===== config.mk =====
export PLATFORM = sky130hd
export DESIGN_NAME = cpu_sequencer
export DESIGN_NICKNAME = d
export VERILOG_FILES = /design/src/rtl/cpu_pkg.sv /design/src/rtl/seq_wait_timer.sv /design/src/rtl/cpu_sequencer.sv
export SDC_FILE = /design/constraint.sdc
export NUM_CORES = 1
export LEC_CHECK = 0
export ABC_CLOCK_PERIOD_IN_PS = 3000
export CORE_UTILIZATION = 47
export CTS_CLUSTER_SIZE = 16
export DETAILED_ROUTE_END_ITERATION = 8
export PLACE_DENSITY = 0.9
export SLEW_MARGIN = 30
export SYNTH_ARGS = -nofsm -noshare
export SYNTH_HDL_FRONTEND = slang
export SYNTH_SLANG_ARGS = --single-unit

===== constraint.sdc =====
create_clock -name clk -period 3 [get_ports clk]
set_clock_uncertainty 0.05 [all_clocks]
set_input_delay 0.45 -clock clk [delete_from_list [all_inputs] [get_ports clk]]
set_output_delay 0.45 -clock clk [all_outputs]
set_load 0.03 [all_outputs]

===== src/rtl/cpu_pkg.sv =====
// Shared definitions for the multi-cycle CPU sequencer: state encoding, instruction
// field positions and default sizing.
package cpu_pkg;

  localparam int unsigned PcWDefault        = 8;
  localparam int unsigned InstrWDefault     = 16;
  localparam int unsigned MemTimeoutDefault = 15;
  localparam logic [3:0]  HaltOpDefault     = 4'hF;

  localparam int unsigned OpcodeMsb = 15;
  localparam int unsigned OpcodeLsb = 12;
  localparam int unsigned Reg1Msb   = 11;
  localparam int unsigned Reg1Lsb   = 10;
  localparam int unsigned Reg2Msb   = 9;
  localparam int unsigned Reg2Lsb   = 8;
  localparam int unsigned AdrMsb    = 7;
  localparam int unsigned AdrLsb    = 0;

  typedef enum logic [2:0] {
    StIdle   = 3'd0,
    StFetch  = 3'd1,
    StDecode = 3'd2,
    StExec   = 3'd3,
    StMem    = 3'd4,
    StWb     = 3'd5,
    StHalt   = 3'd6,
    StErr    = 3'd7
  } state_e;

endpackage


===== src/rtl/seq_wait_timer.sv =====
// 4-bit wait-cycle counter shared by the FETCH and MEM handshakes; timeout flags the
// last permitted wait cycle.
module seq_wait_timer #(
  parameter int unsigned Timeout = 15
) (
  input  logic clk,
  input  logic rst_n,
  input  logic clr,
  input  logic en,
  output logic timeout
);

  localparam logic [3:0] LastCnt = 4'(Timeout - 1);

  logic [3:0] cnt_q, cnt_d;

  always_comb begin
    cnt_d = cnt_q;
    if (clr) begin
      cnt_d = '0;
    end else if (en) begin
      cnt_d = cnt_q + 4'd1;
    end
  end

  always_ff @(posedge clk or negedge rst_n) begin
    if (!rst_n) begin
      cnt_q <= '0;
    end else begin
      cnt_q <= cnt_d;
    end
  end

  assign timeout = (cnt_q == LastCnt);

endmodule


===== src/rtl/cpu_sequencer.sv =====
// Fetch/decode/execute/writeback controller: owns PC and IR, sequences memories, ALU
// strobe and register write-back, and traps halt opcodes and handshake timeouts.
module cpu_sequencer
  import cpu_pkg::*;
#(
  parameter int unsigned     PC_W        = PcWDefault,
  parameter int unsigned     INSTR_W     = InstrWDefault,
  parameter logic [PC_W-1:0] RESET_PC    = '0,
  parameter logic [3:0]      HALT_OP     = HaltOpDefault,
  parameter int unsigned     MEM_TIMEOUT = MemTimeoutDefault
) (
  input  logic               clk,
  input  logic               rst_n,
  input  logic               start,
  output logic               imem_req,
  output logic [PC_W-1:0]    imem_addr,
  input  logic [INSTR_W-1:0] imem_rdata,
  input  logic               imem_ready,
  input  logic               dec_ram_read,
  input  logic               dec_reg_write,
  input  logic               dec_pc_jump,
  input  logic [7:0]         dec_ram_adr,
  input  logic               branch_cond,
  output logic [INSTR_W-1:0] instr,
  output logic               alu_en,
  output logic               dmem_req,
  output logic [7:0]         dmem_addr,
  input  logic               dmem_ready,
  output logic               reg_we,
  output logic [PC_W-1:0]    pc,
  output logic [15:0]        retired,
  output logic               busy,
  output logic               halted,
  output logic               err
);

  state_e              state_q, state_d;
  logic [PC_W-1:0]     pc_q, pc_d;
  logic [INSTR_W-1:0]  ir_q, ir_d;
  logic [15:0]         retired_q, retired_d;
  logic                tmr_clr, tmr_en, tmr_timeout;

  // Counter is held clear outside the two wait states, so every entry starts at zero.
  assign tmr_clr = !((state_q == StFetch) || (state_q == StMem));

  seq_wait_timer #(
    .Timeout (MEM_TIMEOUT)
  ) u_wait_timer (
    .clk     (clk),
    .rst_n   (rst_n),
    .clr     (tmr_clr),
    .en      (tmr_en),
    .timeout (tmr_timeout)
  );

  always_comb begin
    state_d   = state_q;
    pc_d      = pc_q;
    ir_d      = ir_q;
    retired_d = retired_q;
    tmr_en    = 1'b0;
    unique case (state_q)
      StIdle, StHalt, StErr: begin
        if (start) begin
          pc_d    = RESET_PC;
          state_d = StFetch;
        end
      end
      StFetch: begin
        if (imem_ready) begin
          ir_d    = imem_rdata;
          state_d = StDecode;
        end else if (tmr_timeout) begin
          state_d = StErr;
        end else begin
          tmr_en = 1'b1;
        end
      end
      StDecode: begin
        state_d = (ir_q[OpcodeMsb:OpcodeLsb] == HALT_OP) ? StHalt : StExec;
      end
      StExec: begin
        state_d = dec_ram_read ? StMem : StWb;
      end
      StMem: begin
        if (dmem_ready) begin
          state_d = StWb;
        end else if (tmr_timeout) begin
          state_d = StErr;
        end else begin
          tmr_en = 1'b1;
        end
      end
      StWb: begin
        pc_d      = (dec_pc_jump && branch_cond) ? PC_W'(dec_ram_adr) : pc_q + PC_W'(1);
        retired_d = retired_q + 16'd1;
        state_d   = StFetch;
      end
      default: state_d = StIdle;
    endcase
  end

  always_ff @(posedge clk or negedge rst_n) begin
    if (!rst_n) begin
      state_q   <= StIdle;
      pc_q      <= RESET_PC;
      ir_q      <= '0;
      retired_q <= '0;
    end else begin
      state_q   <= state_d;
      pc_q      <= pc_d;
      ir_q      <= ir_d;
      retired_q <= retired_d;
    end
  end

  assign imem_req  = (state_q == StFetch);
  assign imem_addr = pc_q;
  assign instr     = ir_q;
  assign alu_en    = (state_q == StExec);
  assign dmem_req  = (state_q == StMem);
  assign dmem_addr = dec_ram_adr;
  assign reg_we    = (state_q == StWb) && dec_reg_write;
  assign pc        = pc_q;
  assign retired   = retired_q;
  assign busy      = (state_q == StFetch) || (state_q == StDecode) || (state_q == StExec) ||
                     (state_q == StMem) || (state_q == StWb);
  assign halted    = (state_q == StHalt);
  assign err       = (state_q == StErr);

endmodule


After elaboration in Yosys (flattened, before gate mapping)

Cells that the tools add are included.

Reductions and logical operators: 12
Add/sub/neg operators: 3
Mux-type cells: 16
Equality and inequality tests: 11

Operator list:

| operator                                                         | count |
|---|---|
| 3-bit one-hot mux with 6 select lines                            | 1 |
| 16-bit by 1-bit adder with 16-bit output (second input constant) | 1 |
| 8-bit two-way mux                                                | 2 |
| 8-bit one-hot mux with 2 select lines                            | 1 |
| 3-bit two-way mux                                                | 5 |
| 3-bit == test (second input constant)                            | 4 |
| 8-bit by 1-bit adder with 8-bit output (second input constant)   | 1 |
| 4-bit == test (second input constant)                            | 2 |
| 4-bit two-way mux                                                | 2 |
| 3-bit by 2-bit == test with 1-bit output (second input constant) | 2 |
| 1-bit logical OR                                                 | 5 |
| 4-bit by 1-bit adder with 4-bit output (second input constant)   | 1 |
| 1-bit two-way mux                                                | 4 |
| 2-bit inequality test (second input constant)                    | 2 |
| 2-bit AND reduction                                              | 2 |
| 3-bit by 1-bit == test with 1-bit output (second input constant) | 1 |
| 3-bit zero test                                                  | 1 |
| 3-bit OR reduction                                               | 1 |
| 1-bit logical AND                                                | 2 |
| 1-bit one-hot mux with 2 select lines                            | 1 |
| 2-bit nonzero test                                               | 1 |

Output and inout port bits: 63
Flip-flop bits (word level): 47
Input port bits: 33
Word-level logic and storage cells: 47

Logic depth before layout (Yosys ltp)

Gate-level depths: netlist (run 1).

Depth after elaboration: 6
Mapped depth: 7
Depth with buffers taken out: 6

Cells and area by module

A second synthesis (run 1) with hierarchy kept.

Cell total of the unflattened synthesis: 242
Area, all modules: 2,558.7 µm²

By module, submodules not included:

| module         | sequential area each (µm²) | instances | cells an instance | area an instance (µm²) |
|---|---|---|---|---|
| cpu_sequencer  | 1,076.0                    | 1         | 222               | 2,338.5 |
| seq_wait_timer | 100.1                      | 1         | 20                | 220.2 |

Least setup slack after synthesis (run 1)

Ideal clock, no wire load.

Path type: flip-flop to flip-flop
Start point: register state_q[2]
End point: register ir_q[0] (netlist: instr[0])
Required time: 2.823 ns
Data arrival time: 1.740 ns
Buffers on the path: 2
Stages on the path, launching flop included: 6
Clock period less this slack: 1.917 ns
Library setup time: 0.127 ns
Path slack: 1.083 ns
Cell sequence: dfrtp_1 nor3b_2 and2_1 buf_4 buf_6 mux2_1

Longest elaborated chain between the ends: 2

RTL lines:

| what                                     | line                 | RTL |
|---|---|---|
| start: declaration                       | cpu_sequencer.sv:37  | `state_e state_q, state_d;` |
| start signal: assignment                 | cpu_sequencer.sv:105 | `state_q <= StIdle;` |
| start signal: assignment                 | cpu_sequencer.sv:110 | `state_q <= state_d;` |
| 3-bit by 1-bit == test with 1-bit output | --                   |  |
| via imem_req                             | cpu_sequencer.sv:15  | `output logic imem_req,` |
| 2-bit AND reduction (no line)            | --                   |  |
| end signal: assignment                   | cpu_sequencer.sv:112 | `ir_q <= ir_d;` |
| end: declaration                         | cpu_sequencer.sv:39  | `logic [INSTR_W-1:0] ir_q, ir_d;` |

The timed path passes the listed nets, and every way through them passes these cells.
A chain may end at the register's enable or synchronous reset.

Worst setup path after layout (run 1)

Start point: register state_q[2]
End point: output reg_we

Longest elaborated chain between the ends: 2

RTL lines:

| what              | line                 | RTL |
|---|---|---|
| 3-bit == test     | cpu_sequencer.sv:123 | `assign reg_we = (state_q == StWb) && dec_reg_write;` |
| 1-bit logical AND | cpu_sequencer.sv:123 |  |
| end: declaration  | cpu_sequencer.sv:29  | `output logic reg_we,` |

No other way between the ends.

==> results of run 1 <==
where the power goes:
| part | internal (mW) | switching (mW) | leakage, nW | total, mW |
|---|---|---|---|---|
| Clock | 0.332 | 0.220 | 0.0644 | 0.552 |
| Sequential | 0.823 | 0.212 | 0.609 | 1.03 |
| Combinational | 0.658 | 0.824 | 0.755 | 1.48 |
final cells by class:
class	count	share of cell area [%]
flip-flops and latches	47	34.03
clock inverters	3	1.955
repair buffers	97	27.88
clock buffers	5	1.991
well taps	67	2.426
inverters	5	0.5431
multi-input cells	154	31.17
layer usage:
layer / routed length [µm] / vias to the layer above
li1: - / 961
met3: 464 / 4
met2: 2736 / 87
met5: 0 / -
met1: 2183 / 1014
met4: 44 / 0
logic make-up (layout without fill, tap and decap cells):
group                      after synthesis  after routing
AOI/OAI and AO/OA                       37             37
xor gates and xnor gates                16             16
adders and majority gates                4              4
buffers and inverters                   31            110
DFF                                     47             47
muxes                                   19             19
and+or+nand+nor                         78             78
through the flow:
stage	instances	area (µm²)
floorplan	232	2459
global placement	370	3317
detailed placement	370	3319
CTS	378	3456
global route	378	3456
finish	378	3456
cell usage in the layout (no fill, tap or decap), types with 4 or more instances in the layout:
cell             synthesis  layout
clkdlybuf4s50_1          0      94
dfrtp_1                 47      47
nand3_1                 14      14
nand2_1                 13      13
xnor2_1                 11      11
nor2_1                  10      10
o21ai_1                 10      10
mux2_1                   9       9
nor3_1                   8       8
a21oi_1                  7       7
mux2_2                   7       7
and3_1                   6       6
inv_1                    5       5
xor2_1                   5       5
clkbuf_8                 0       5
o21ai_0                  4       4
ha_1                     4       4
Yosys cell counts (all sizes together), types with 3 or more instances:
| library cell | number | area [µm²] |
|---|---|---|
| nand3 | 14 | 70.07 |
| inv | 5 | 18.77 |
| mux2i | 3 | 30.03 |
| nor4b | 3 | 26.28 |
| o22ai | 3 | 18.77 |
| a21oi | 7 | 35.03 |
| xor2 | 5 | 43.79 |
| mux2 | 16 | 180.2 |
| buf | 22 | 171.4 |
| xnor2 | 11 | 96.34 |
| and3 | 6 | 37.54 |
| ha | 4 | 50.05 |
| and2 | 3 | 18.77 |
| nor3 | 10 | 66.32 |
| nand4 | 4 | 31.28 |
| dfrtp | 47 | 1176 |
| o31ai | 3 | 22.52 |
| nor4 | 3 | 25.02 |
| nor2 | 12 | 50.05 |
| nand2 | 13 | 48.80 |
| clkbuf | 4 | 15.01 |
| o21ai | 14 | 70.07 |
flip-flops by register name (all words and copies together), names as in the netlist:
signal and cells:
retired 16, imem_addr 8, instr 16, state_q 3, u_wait_timer.cnt_q 4
critical path, delay by kind of cell, from the launching register on:
family | cells | cell delay, ns
AND/OR/NAND/NOR | 2 | 0.52
flip-flops | 1 | 0.69
buffers and inverters | 1 | 0.67
worst paths after layout:
path,start,endpoint,cells after the start,slack (ns)
min in group clk,retired[15],retired[15],1,0.42
min reg2reg,retired[15],retired[15],1,0.42
max reg2reg,state_q[1],instr[13],4,0.77
max,state_q[2],reg_we,3,0.33
max in group asynchronous,rst_n,instr[2],1,2.40
min,rst_n,instr[9],1,0.1
==> impl_metrics.toml, run 1 <==
[detailed_routing]
drc = 0
vias = 2066
ant_nets = 0
wl_per_cell_um = 14.36
drt_iter0_drc = 149
vias_per_cell = 5.466
totalWireLength_um = 5429
drt_first_pass_iters = 4

[grt]
top_usage_layer = "met2"
grt_max_degree = 48
grt_pass1_vias = 2006
met1_usage_pct = 24.69
grt_pass1_wl_um = 8825
grt_usage_pct = 21.19
grt_util_met2_pct = 35.76
antenna_found_initial = 0
use_met3_pct = 8.808
grt_overflow = 0

[synthesis]
synth_compound_area_share_pct = 9.109
synth_nets = 269
synth_simple_gate_area_share_pct = 18.42
seq_area_frac_synth_pct = 47.84
synthMuxAreaShare_pct = 8.550
syn_inst = 232
synth-seq-cells = 47
synth_top_family_by_area = "simple AND/OR/NAND/NOR gates"
synth_xor_area_share_pct = 5.700
synthAdderAreaFrac_pct = 2.036
synth_area_mm2 = 0.002459
syn_area_per_cell_um2 = 10.60
yosysWarnings = 0
ys_types = 47
synth_ff_type = "dfrtp_1"
synthArstFlopShare_pct = 100.0
synth_edf_count = 0

[cells_and_area]
nNetsFinal = 347
fill_cells = 367
multi_input_area_mm2 = 0.001077
seq_area_mm2 = 0.001176
final_core_util_pct = 70.82
syn2layout_area_growth_pct = 40.56
drive_above_1_share_pct = 8.360
diodes = 0

[floorplan]
die_h_um = 74.33
fp.coreArea_mm2 = 0.004880
dieArea_mm2 = 0.005524
pin_count = 96
die_w_um = 74.33
start_util_pct = 50.38
row_count = 25

[placement]
place_ws_ns = 0.6705
hpwl_um = 3956
place.gp.congestion = 0.7313
portBuffers = 95

[clock_tree]
clockBufferDepth = 2
numCtsBuffers = 5
post_cts_resized = 0
ctsHoldBuffers = 0
insertion_delay_ns = 0.30
cts_tree = "yes"
clk_pin_slew_ns = 0.09
cts_max_level = 2
cts_setup_buffers = 0
clockRootBuffer = "clkbuf_8"
numClockSinks = 47

[critical_path]
max_stage_delay_ns = 0.69
worstPathArrival_ns = 2.17
crit_path_start_kind = "register"
crit_type = "register to output port"
cpMaxStageDelayCell = "dfrtp_1"
critical_path.cell_chain = "and3b_1, and2_1, clkdlybuf4s50_1"
crit_fanout = 17
crit_required_ns = 2.50
cp-end-kind = "output port"

[timing]
fin_setup_tns_ns = 0
setup_violations = 0
post-route-period-util_pct = 89.13
holdWs_ns = 0.09579
slew_violations = 0
worst_slew_pin_slew_ns = 0.7597
layout_setup_ws_ns = 0.3260
rsz0062_at_grt = "no"
timing.fmax_mhz = 374.0
min_period_ns = 2.674
hold_viol = 0
slew_headroom_pct = 49.35

[run_status]
status = "finished clean"

[run]
maxCapViolCount = 0

[power]
powerDensity_mw_per_mm2 = 888.1
peakVddDrop_mv = 0.9233
cellLeakagePower_nw = 1.429
total_power_mw = 3.069

[worst_hold_path]
hold_class = "input port to asynchronous set/reset pin"
No activity file was read; power rests on OpenSTA's default activity.
==> run 2: changes to the inputs <==
--- a/config.mk
+++ b/config.mk
@@ -6,6 +6,7 @@
 export NUM_CORES = 1
 export LEC_CHECK = 0
 export ABC_CLOCK_PERIOD_IN_PS = 3000
+export CAP_MARGIN = 20
 export CORE_UTILIZATION = 47
 export CTS_CLUSTER_SIZE = 16
 export DETAILED_ROUTE_END_ITERATION = 8
==> results of run 2 <==
Same layout as run 1: the final DEF is identical, and so are final timing and power.
==> run 3: changes to the inputs <==
--- a/config.mk
+++ b/config.mk
@@ -6,8 +6,9 @@
 export NUM_CORES = 1
 export LEC_CHECK = 0
 export ABC_CLOCK_PERIOD_IN_PS = 3000
-export CAP_MARGIN = 20
+export CAP_MARGIN = 10
 export CORE_UTILIZATION = 47
+export CTS_CLUSTER_DIAMETER = 150
 export CTS_CLUSTER_SIZE = 16
 export DETAILED_ROUTE_END_ITERATION = 8
 export PLACE_DENSITY = 0.9
==> results of run 3 <==
Same layout as run 1: the final DEF is identical, and so are final timing and power.
